`src/rtl/uart_pkg.sv`:
```
// Shared definitions for the UART transmit arbiter: FSM encoding, header
// marker and the rotating-priority search helper used by rr_arbiter.
package uart_pkg;

  // Upper bound on requesters the search helper can scan.
  localparam int RR_MAX_REQ = 128;

  // Value placed in the MSB of a header byte to flag it as an id prefix.
  localparam logic HDR_MARK = 1'b1;

  typedef enum logic [2:0] {
    ST_IDLE      = 3'd0,
    ST_START     = 3'd1,
    ST_WAIT_DONE = 3'd2,
    ST_HDR_START = 3'd3,
    ST_HDR_WAIT  = 3'd4
  } arb_state_e;

  // First set bit of valid scanning last+1, last+2, ... modulo n; -1 if none.
  function automatic int rr_pick(input logic [RR_MAX_REQ-1:0] valid,
                                 input int n, input int last);
    int idx;
    rr_pick = -1;
    for (int i = RR_MAX_REQ; i >= 1; i--) begin
      if (i <= n) begin
        idx = last + i;
        if (idx >= n) idx = idx - n;
        if (valid[idx[6:0]]) rr_pick = idx;
      end
    end
  endfunction

endpackage

```
`src/rtl/rr_arbiter.sv`:
```
// Round-robin winner selection. The winner is combinational from the valid
// vector and the last grant; the pointer only moves when i_update is high.
module rr_arbiter
  import uart_pkg::*;
#(
  parameter int NUM_REQ = 4
) (
  input  logic                       clk,
  input  logic                       reset,
  input  logic [NUM_REQ-1:0]         i_valid,
  input  logic                       i_update,
  output logic                       o_any,
  output logic [$clog2(NUM_REQ)-1:0] o_winner,
  output logic [NUM_REQ-1:0]         o_onehot
);

  localparam int ID_BW = $clog2(NUM_REQ);

  logic [ID_BW-1:0]      last_grant_q, last_grant_d;
  logic [RR_MAX_REQ-1:0] valid_ext;
  int                    pick;

  // Rotating search starting just after the previous winner.
  always_comb begin
    valid_ext = '0;
    valid_ext[NUM_REQ-1:0] = i_valid;
    pick = rr_pick(valid_ext, NUM_REQ, int'(last_grant_q));
    o_any = (pick >= 0);
    o_winner = o_any ? ID_BW'(pick) : '0;
    o_onehot = o_any ? (NUM_REQ'(1) << o_winner) : '0;
    last_grant_d = (i_update && o_any) ? o_winner : last_grant_q;
  end

  // Pointer register; reset leaves requester 0 with first priority.
  always_ff @(posedge clk) begin
    if (reset) last_grant_q <= ID_BW'(NUM_REQ - 1);
    else       last_grant_q <= last_grant_d;
  end

endmodule

```
`src/rtl/uart_tx_arbiter.sv`:
```
// Round-robin sharing of one UART transmitter among NUM_REQ byte sources.
// Optional build macro UART_TX_ARB_ID_PREFIX_EN: each grant first sends a
// header byte {1, zeros, grant id}, then the payload byte.
//
// state        | meaning
// ST_IDLE      | ready offered to the round-robin winner, accept on handshake
// ST_START     | o_tx_start high for this cycle with the payload byte
// ST_WAIT_DONE | holding byte and id until the transmitter reports done
// ST_HDR_START | o_tx_start high for this cycle with the header byte
// ST_HDR_WAIT  | header in flight; done loads the payload and goes to START
module uart_tx_arbiter
  import uart_pkg::*;
#(
  parameter int NUM_REQ      = 4,
  parameter int PAYLOAD_BITS = 8
) (
  input  logic                            clk,
  input  logic                            reset,
  input  logic [NUM_REQ-1:0]              i_req_valid,
  input  logic [NUM_REQ*PAYLOAD_BITS-1:0] i_req_data,
  output logic [NUM_REQ-1:0]              o_req_ready,
  output logic                            o_tx_start,
  output logic [PAYLOAD_BITS-1:0]         o_tx_data,
  input  logic                            i_tx_done,
  output logic                            o_busy,
  output logic [$clog2(NUM_REQ)-1:0]      o_grant_id
);

  localparam int ID_BW = $clog2(NUM_REQ);

  arb_state_e              state_q, state_d;
  logic                    tx_start_q, tx_start_d;
  logic [PAYLOAD_BITS-1:0] tx_data_q, tx_data_d;
  logic [ID_BW-1:0]        grant_id_q, grant_id_d;
  logic                    busy_q, busy_d;
  logic                    accept;
  logic                    arb_any;
  logic [ID_BW-1:0]        arb_winner;
  logic [NUM_REQ-1:0]      arb_onehot;
  logic [PAYLOAD_BITS-1:0] sel_data;

  rr_arbiter #(.NUM_REQ(NUM_REQ)) u_rr (
    .clk      (clk),
    .reset    (reset),
    .i_valid  (i_req_valid),
    .i_update (accept),
    .o_any    (arb_any),
    .o_winner (arb_winner),
    .o_onehot (arb_onehot)
  );

`ifdef UART_TX_ARB_ID_PREFIX_EN
  logic [PAYLOAD_BITS-1:0] payload_q, payload_d;
  logic [PAYLOAD_BITS-1:0] hdr_byte;

  // Header byte: marker in the MSB, grant id in the low bits.
  always_comb begin
    hdr_byte = '0;
    hdr_byte[PAYLOAD_BITS-1] = HDR_MARK;
    hdr_byte[ID_BW-1:0] = arb_winner;
  end

  // Payload held aside while the header byte is on the line.
  always_ff @(posedge clk) begin
    if (reset) payload_q <= '0;
    else       payload_q <= payload_d;
  end
`endif

  // Ready only in IDLE and only to the current winner.
  always_comb begin
    o_req_ready = (state_q == ST_IDLE && !reset) ? arb_onehot : '0;
    sel_data = i_req_data[arb_winner*PAYLOAD_BITS +: PAYLOAD_BITS];
  end

  // Next-state and next-output computation for the transfer sequencer.
  always_comb begin
    state_d    = state_q;
    tx_data_d  = tx_data_q;
    grant_id_d = grant_id_q;
    accept     = 1'b0;
`ifdef UART_TX_ARB_ID_PREFIX_EN
    payload_d  = payload_q;
`endif
    case (state_q)
      ST_IDLE: begin
        if (arb_any) begin
          accept     = 1'b1;
          grant_id_d = arb_winner;
`ifdef UART_TX_ARB_ID_PREFIX_EN
          payload_d  = sel_data;
          tx_data_d  = hdr_byte;
          state_d    = ST_HDR_START;
`else
          tx_data_d  = sel_data;
          state_d    = ST_START;
`endif
        end
      end
      ST_START:     state_d = ST_WAIT_DONE;
      ST_WAIT_DONE: if (i_tx_done) state_d = ST_IDLE;
`ifdef UART_TX_ARB_ID_PREFIX_EN
      ST_HDR_START: state_d = ST_HDR_WAIT;
      ST_HDR_WAIT: begin
        if (i_tx_done) begin
          tx_data_d = payload_q;
          state_d   = ST_START;
        end
      end
`endif
      default:      state_d = ST_IDLE;
    endcase
    tx_start_d = (state_d == ST_START) || (state_d == ST_HDR_START);
    busy_d     = (state_d != ST_IDLE);
  end

  // State and registered outputs.
  always_ff @(posedge clk) begin
    if (reset) begin
      state_q    <= ST_IDLE;
      tx_start_q <= 1'b0;
      tx_data_q  <= '0;
      grant_id_q <= '0;
      busy_q     <= 1'b0;
    end else begin
      state_q    <= state_d;
      tx_start_q <= tx_start_d;
      tx_data_q  <= tx_data_d;
      grant_id_q <= grant_id_d;
      busy_q     <= busy_d;
    end
  end

  assign o_tx_start = tx_start_q;
  assign o_tx_data  = tx_data_q;
  assign o_grant_id = grant_id_q;
  assign o_busy     = busy_q;

endmodule

```
`config.mk`:
```
export PLATFORM = sky130hd
export DESIGN_NAME = uart_tx_arbiter
export DESIGN_NICKNAME = d
export VERILOG_FILES = /design/src/rtl/uart_pkg.sv /design/src/rtl/rr_arbiter.sv /design/src/rtl/uart_tx_arbiter.sv
export SDC_FILE = /design/constraint.sdc
export NUM_CORES = 1
export LEC_CHECK = 0
export ABC_AREA = 1
export ABC_CLOCK_PERIOD_IN_PS = 2400
export BUFFER_PORTS_ARGS = -buffer_cell sky130_fd_sc_hd__buf_2
export CAP_MARGIN = 15
export CORE_MARGIN = 2
export CORE_UTILIZATION = 45
export CTS_CLUSTER_DIAMETER = 120
export DETAILED_ROUTE_END_ITERATION = 6
export PLACE_DENSITY = 0.76
export SLEW_MARGIN = 0
export SYNTH_ARGS = -nofsm -noshare
export SYNTH_HDL_FRONTEND = slang
export SYNTH_SLANG_ARGS = --single-unit
```
`constraint.sdc`:
```
create_clock -name clk -period 2.4 [get_ports clk]
set_input_delay 0.12 -clock clk [delete_from_list [all_inputs] [get_ports clk]]
set_output_delay 0.12 -clock clk [all_outputs]
set_load 0.01 [all_outputs]
```
==> results.json, run 1 <==
{
  "cts_sinks": 17,
  "max_clock_freq_mhz": 443.6,
  "final_cell_area_sq_um": 1672,
  "post_synth_instance_area_sq_um": 1281,
  "yosys.cell_types.count": 22,
  "layout.nets": 327,
  "detailed_place_hpwl_mm": 2.610,
  "ir_drop_mv": 0.7230,
  "drcViolationCount": 0,
  "number_of_vias_after_detailed_routing": 1499,
  "critical_path.startpoint": "u_rr.last_grant_q[0]",
  "cts_buffers": 3,
  "h-tree-depth": 1,
  "syn2layout_area_growth_pct": 30.47,
  "post_route_cells_drive_above_1_share_pct": 30.50,
  "synth_warnings": 0,
  "final.min_clock_period_ns": 2.254,
  "gr-total-overflow": 0,
  "reg2reg_slack_ns": 0.45,
  "grt_start_max_net_pins": 17,
  "timing_worst_setup_path_type": "flop to output port",
  "cp_top_family": "simple AND/OR/NAND/NOR gates",
  "worst_ep_arrival_time_ns": 2.13,
  "finalWeightedCongestion": 0.8543,
  "critical-path-slowest-cell": "dfxtp_2",
  "netlist_top_cells_count": "103 x nand2_1, 33 x nand3_1, 22 x inv_1",
  "critPathRequiredTime_ns": 2.28,
  "floorplan.die.width_um": 57.36,
  "cts-root-to-sink-buffers": 2,
  "worst_r2r_startpoint": "u_rr.last_grant_q[0]",
  "critical_path.cell_chain": "inv_4 > ha_4 > inv_1 > nand3_2 > nand3_1 > nand2_1 > nand2_1 > nand2_1 > nand2_1 > nand2_1 > nand2_1 > buf_4 > nor3_2 > buf_2",
  "wl_per_cell_um": 10.53,
  "violation_count_after_the_first_detailed_routing_iteration": 72,
  "setup_viol_count_final": 0,
  "initial_utilization_pct": 46.86,
  "leakagePower_nw": 1.043,
  "ys.flop_type": "dfxtp_1",
  "timing.setup.tns_ns": 0,
  "p_per_area_nw_per_um2": 1205,
  "die-area_sq_um": 3290,
  "fin_worst_skew_ns": 0.0005390,
  "grt_use_total_pct": 21.61,
  "placement.io_buffers": 54,
  "critical_path_cell_count": 14,
  "drt_pre_antenna_iters": 4,
  "endpoint_kind": "output port",
  "vias_in_the_first_global_route": 1381,
  "synth_top_cells_by_area": "nand2_1 30%, dfxtp_1 27%, nand3_1 13%",
  "post_syn_instances": 222,
  "critPathMaxStageDelay_ns": 0.36,
  "final-max-slew-violation-count": 0,
  "synth-edff-count": 0,
  "synth-seq-area-share_pct": 26.56,
  "core_area_sq_um": 2734,
  "placed_area_sq_um": 1594,
  "flops_latches_synth": 17,
  "setup_repair_after_global_routing_missed_its_margin": "false",
  "hp_class": "input pin to flop",
  "detail_route.wirelength_mm": 3.297,
  "cts-root-buf": "clkbuf_4",
  "avgViaCountPerCell": 4.789,
  "global_route_wire_length_before_repair_mm": 5.658,
  "cp_common_cell": "nand2_1",
  "critical_path.endpoint": "o_req_ready[2]",
  "path_max_fanout": 10,
  "rows": 19,
  "final_hold_viols": 0,
  "drv_cap": 0,
  "worstPathBufferInverterCount": 4,
  "clkLatencyLatePin_ns": 0.29,
  "status": "finished, final reports clean",
  "critPathLaunchType": "flop",
  "ioPinCount": 55,
  "async_reset_ff_share_pct": 0,
  "clock_tree_from_tritoncts": "yes",
  "die_h_um": 57.36,
  "worst_setup_hold_path_clk_slew_ns": 0.10,
  "synth_largest_area_cell": "nand2_1",
  "synth.avg_cell_area_sq_um": 5.771,
  "insertedDiodeCount": 0,
  "synth_nets": 266,
  "period_utilization_post_route_pct": 93.92,
  "detail-route-antenna-nets": 0,
  "ff2ff_path_depth": 16,
  "antenna_found_initial": 0,
  "synth.top_cell.area_share_pct": 30.18,
  "yosysMostFrequentCell": "nand2_1",
  "r2r-end": "o_tx_data[0]"
}
cell usage in the layout (no fill, tap or decap):
cell type	instances
inv_4	1
clkinv_1	1
nor3_1	2
nand2_4	1
nand4_2	1
nor3_2	3
dfxtp_1	16
inv_1	21
ha_4	1
nand2_1	103
nor2_1	5
conb_1	1
o211ai_1	2
nand2_2	7
a21oi_1	4
nand3_2	1
nor4_1	1
nand3_1	33
o21ai_0	1
inv_2	3
dfxtp_2	1
a31oi_1	1
buf_2	54
clkbuf_1	1
clkbuf_4	3
ha_1	4
buf_4	10
state kept, by name, indices dropped and copies added, names as in the netlist:
| signal | flops |
|---|---|
| o_grant_id | 2 |
| state_q | 3 |
| u_rr.last_grant_q | 2 |
| o_tx_data | 8 |
| o_busy | 1 |
| o_tx_start | 1 |
where the power goes:
part | internal [mW] | switching, mW
logic | 0.552 | 0.898
clock network | 0.0647 | 0.0898
registers | 0.365 | 0.0438
total | 0.983 | 1.03
worst min-delay path by stage:
stage	start	to	slack, ns	cells past startpoint
after floorplan	reset	o_busy	0.19	1
after global placement	reset	o_grant_id[1]	0.35	2
after detailed placement	reset	o_busy	0.35	2
after CTS	reset	o_grant_id[0]	0.03	2
after global routing	reset	o_grant_id[0]	0.03	2
final	reset	o_grant_id[0]	0.04	2
cell families after synthesis:
kind of cell	count (synthesis)	synth area share [%]
adders and majority gates	5	4.883
DFF	17	26.56
and+or+nand+nor	157	52.64
AOI/OAI and AO/OA	8	3.613
other	1	0.2927
buffers and inverters	34	12.01
what timing repair did:
action,CTS,global route
pin swaps,0,1
endpoints found under the setup margin,3,4
setup buffers,0,2
gates resized for setup,2,6
hold buffers,0,0
through the flow:
| stage | std cells | setup slack [ns] | util [%] | total power [mW] | hold slack (ns) |
|---|---|---|---|---|---|
| 2_1_floorplan | 222 | 0.2264 | - | 1.456 | 0.1891 |
| 3_3_place_gp | 307 | 0.3078 | 58.31 | 1.743 | 0.3473 |
| 3_5_place_dp | 307 | 0.2526 | 58.31 | 1.765 | 0.3516 |
| 4_1_cts | 311 | 0.03399 | 59.91 | 1.951 | 0.03021 |
| 5_1_grt | 313 | 0.008006 | 61.14 | 2.255 | 0.03105 |
| 6_report | 313 | 0.1458 | 61.14 | 2.015 | 0.03613 |
layout make-up:
cell class / count / area, sq um
Multi-Input combinational cell: 171 / 819.5
Sequential cell: 17 / 341.6
Fill cell: 275 / 1062
Timing Repair Buffer: 64 / 345.3
Tap cell: 31 / 38.79
Clock buffer: 4 / 26.28
Inverter: 26 / 100.1
routing by layer:
metal | vias up | wire, um | global-route usage, %
met2 | 44 | 1581 | 37.50
li1 | 809 | - | -
met5 | - | 0 | 0
met1 | 641 | 1485 | 26.78
met3 | 5 | 195 | 4.762
met4 | 0 | 35 | 5.980
Note: power is estimated with default switching activity, not from simulation.
==> run 2: changes to the inputs <==
--- a/config.mk
+++ b/config.mk
@@ -5,7 +5,7 @@
 export SDC_FILE = /design/constraint.sdc
 export NUM_CORES = 1
 export LEC_CHECK = 0
-export ABC_AREA = 1
+export ABC_AREA = 0
 export ABC_CLOCK_PERIOD_IN_PS = 2400
 export BUFFER_PORTS_ARGS = -buffer_cell sky130_fd_sc_hd__buf_2
 export CAP_MARGIN = 15
@@ -13,7 +13,7 @@
 export CORE_UTILIZATION = 45
 export CTS_CLUSTER_DIAMETER = 120
 export DETAILED_ROUTE_END_ITERATION = 6
-export PLACE_DENSITY = 0.76
+export PLACE_DENSITY = 0.73
 export SLEW_MARGIN = 0
 export SYNTH_ARGS = -nofsm -noshare
 export SYNTH_HDL_FRONTEND = slang
==> run 2 against run 1 <==
Against the previous run: the run now ends with negative setup slack left; sequential power decreased by 2%; count of clock-buffer cells in the layout shrank 1; clock skew increased by 0.0013 ns; setup slack got worse by 0.38 ns; routed wire length is 42% higher; final cell count decreased by 2.6%; critical path depth shrank 6; critical path type unchanged.
==> results.json, run 2 <==
{
  "fin_util_pct": 64.73,
  "largest_register_ffs": 8,
  "die-area_sq_um": 4049,
  "flops_latches_synth": 17,
  "worst_ep_arrival_time_ns": 2.52,
  "global_route_wire_length_before_repair_mm": 7.472,
  "ioPinCount": 55,
  "fin_ws_ns": -0.2369,
  "synth_warnings": 0,
  "final.min_clock_period_ns": 2.637,
  "h-tree-depth": 1,
  "final_cell_area_sq_um": 2177,
  "vias_in_the_first_global_route": 1617,
  "avgViaCountPerCell": 5.964,
  "post_synth_instance_area_sq_um": 1600,
  "synth_nets": 237,
  "fin_worst_skew_ns": 0.001846,
  "num-fill-cells": 318,
  "timing_worst_setup_path_type": "flop to output port",
  "clkLatencyLatePin_ns": 0.30,
  "leakagePower_nw": 0.9559,
  "finalWeightedCongestion": 0.8983,
  "endpoint_kind": "output port",
  "initial_utilization_pct": 47.58,
  "setup_viol_count_final": 14,
  "synth-edff-count": 0,
  "cts-root-to-sink-buffers": 2,
  "p_per_area_nw_per_um2": 1269,
  "post_syn_instances": 193,
  "async_reset_ff_share_pct": 0,
  "gr-total-overflow": 0,
  "placement.io_buffers": 54,
  "drv_cap": 0,
  "core_area_sq_um": 3363,
  "synth-seq-area-share_pct": 21.27,
  "detailed_place_hpwl_mm": 3.390,
  "hp_class": "input pin to flop",
  "yosysMostFrequentCell": "o21ai_0",
  "clock_tree_from_tritoncts": "yes",
  "setup_repair_after_global_routing_missed_its_margin": "true",
  "synth_top_cells_by_area": "dfxtp_1 21%, mux2i_1 6.9%, a31oi_1 6.3%",
  "worst_setup_hold_path_clk_slew_ns": 0.10,
  "floorplan.die.width_um": 63.64,
  "synth.avg_cell_area_sq_um": 8.292,
  "period_utilization_post_route_pct": 109.9,
  "drt_pre_antenna_iters": 4,
  "drcViolationCount": 0,
  "final-max-slew-violation-count": 0,
  "status": "finished with violations",
  "finalHoldWorstSlack_ns": 0.001475,
  "path_max_fanout": 4,
  "final_hold_viols": 0,
  "yosys.cell_types.count": 44,
  "critPathLaunchType": "flop",
  "violation_count_after_the_first_detailed_routing_iteration": 111,
  "syn2layout_area_growth_pct": 36.04,
  "detail_route.wirelength_mm": 4.675,
  "seq_area_sq_um": 345.3,
  "detail-route-antenna-nets": 0,
  "cts-root-buf": "clkbuf_4",
  "number_of_vias_after_detailed_routing": 1819,
  "antenna_found_initial": 0,
  "cts_buffers": 3,
  "grt_start_max_net_pins": 21,
  "synth_largest_area_cell": "dfxtp_1",
  "post_route_cells_drive_above_1_share_pct": 44.40,
  "failed_checks": "negative setup slack",
  "placed_area_sq_um": 2032,
  "grt_use_total_pct": 22.72,
  "multi_input_area_sq_um": 1265,
  "layout.nets": 304,
  "insertedDiodeCount": 0,
  "rows": 21,
  "cts_hold_repair.buffers": 0,
  "netlist_top_cells_count": "18 x o21ai_0, 17 x dfxtp_1, 16 x a31oi_1",
  "max_clock_freq_mhz": 379.2,
  "cts_sinks": 17,
  "die_h_um": 63.64,
  "layout.cells.most_common_list": "54 x buf_2, 24 x buf_4, 18 x o21ai_0",
  "ys.flop_type": "dfxtp_1",
  "mostFrequentLayoutCell": "buf_2",
  "ir_drop_mv": 0.8619,
  "wl_per_cell_um": 15.33,
  "synth.top_cell.area_share_pct": 21.27,
  "critPathRequiredTime_ns": 2.28,
  "p_total_mw": 2.762
}
run 2: cell types whose count changed after synthesis, sizes merged, moves of 5 or more:
| cell | before | now |
|---|---|---|
| a211oi | 0 | 11 |
| a22oi | 0 | 9 |
| a31oi | 1 | 16 |
| clkbuf | 1 | 8 |
| inv | 25 | 3 |
| mux2 | 0 | 5 |
| mux2i | 0 | 11 |
| nand2 | 111 | 2 |
| nand3 | 34 | 11 |
| nor2 | 5 | 10 |
| o2111a | 0 | 8 |
| o21a | 0 | 8 |
| o21ai | 1 | 20 |
| o221a | 0 | 8 |
run 2: metrics by stage:
step           instances  setup slack, ns  setup TNS [ns]
2_1_floorplan        193          -0.5146          -7.700
3_3_place_gp         299         -0.02765         -0.1347
3_5_place_dp         299         -0.07037         -0.3739
4_1_cts              305          -0.2121          -1.789
5_1_grt              305          -0.3069          -3.276
6_report             305          -0.2369          -2.164
run 2: worst paths after layout:
kind	slack, ns	cells past startpoint	endpoint	from
setup / recovery	-0.24	8	o_req_ready[0]	u_rr.last_grant_q[0]
hold / removal	0.001	2	state_q[1]	reset
setup reg to reg	-0.17	9	o_tx_data[0]	u_rr.last_grant_q[0]
hold reg to reg	0.46	1	state_q[1]	state_q[2]
run 2: routing by layer:
metal	part of all wire, %	GRT usage [%]
met2	48	36.71
met4	0.98	5.978
met1	45	31.60
met3	6.0	3.036
met5	0	0
run 2: final cells by class:
type	count	share of cell area (%)
inverter	4	0.9195
multi-input combinational	155	58.10
sequential	17	15.86
clock buffer	3	1.034
tap	46	2.644
timing repair buffer	79	21.21
clock inverter	1	0.2299
run 2: power breakdown:
group          total (mW)  switching (mW)  leakage [nW]  internal [mW]
Sequential          0.402          0.0398         0.141          0.362
Combinational        2.20            1.20         0.798           1.00
Clock               0.159          0.0963        0.0177         0.0622
run 2: repair_timing:
action | 4_1_cts | 5_1_grt
buffers inserted | 2 | 0
gates resized for setup | 7 | 14
endpoints found under the setup margin | 13 | 16
gates cloned | 0 | 0
pin swaps | 12 | 8
run 2: cells by family after synthesis:
logic type / count (synthesis) / share of synthesized area (%)
fa+ha+maj: 5 / 3.909
flops: 17 / 21.27
simple gates: 37 / 11.96
compound gates: 96 / 44.80
buf+inv: 21 / 6.958
other cells: 1 / 0.2343
mux: 16 / 10.87
run 2: critical path, stage by stage, from the launching register on:
cell	delay, ns
dfxtp_4	0.38
clkinv_4	0.05
ha_4	0.27
mux2_4	0.31
a22o_4	0.25
or3_4	0.38
a31o_4	0.24
and3b_1	0.20
buf_2	0.12
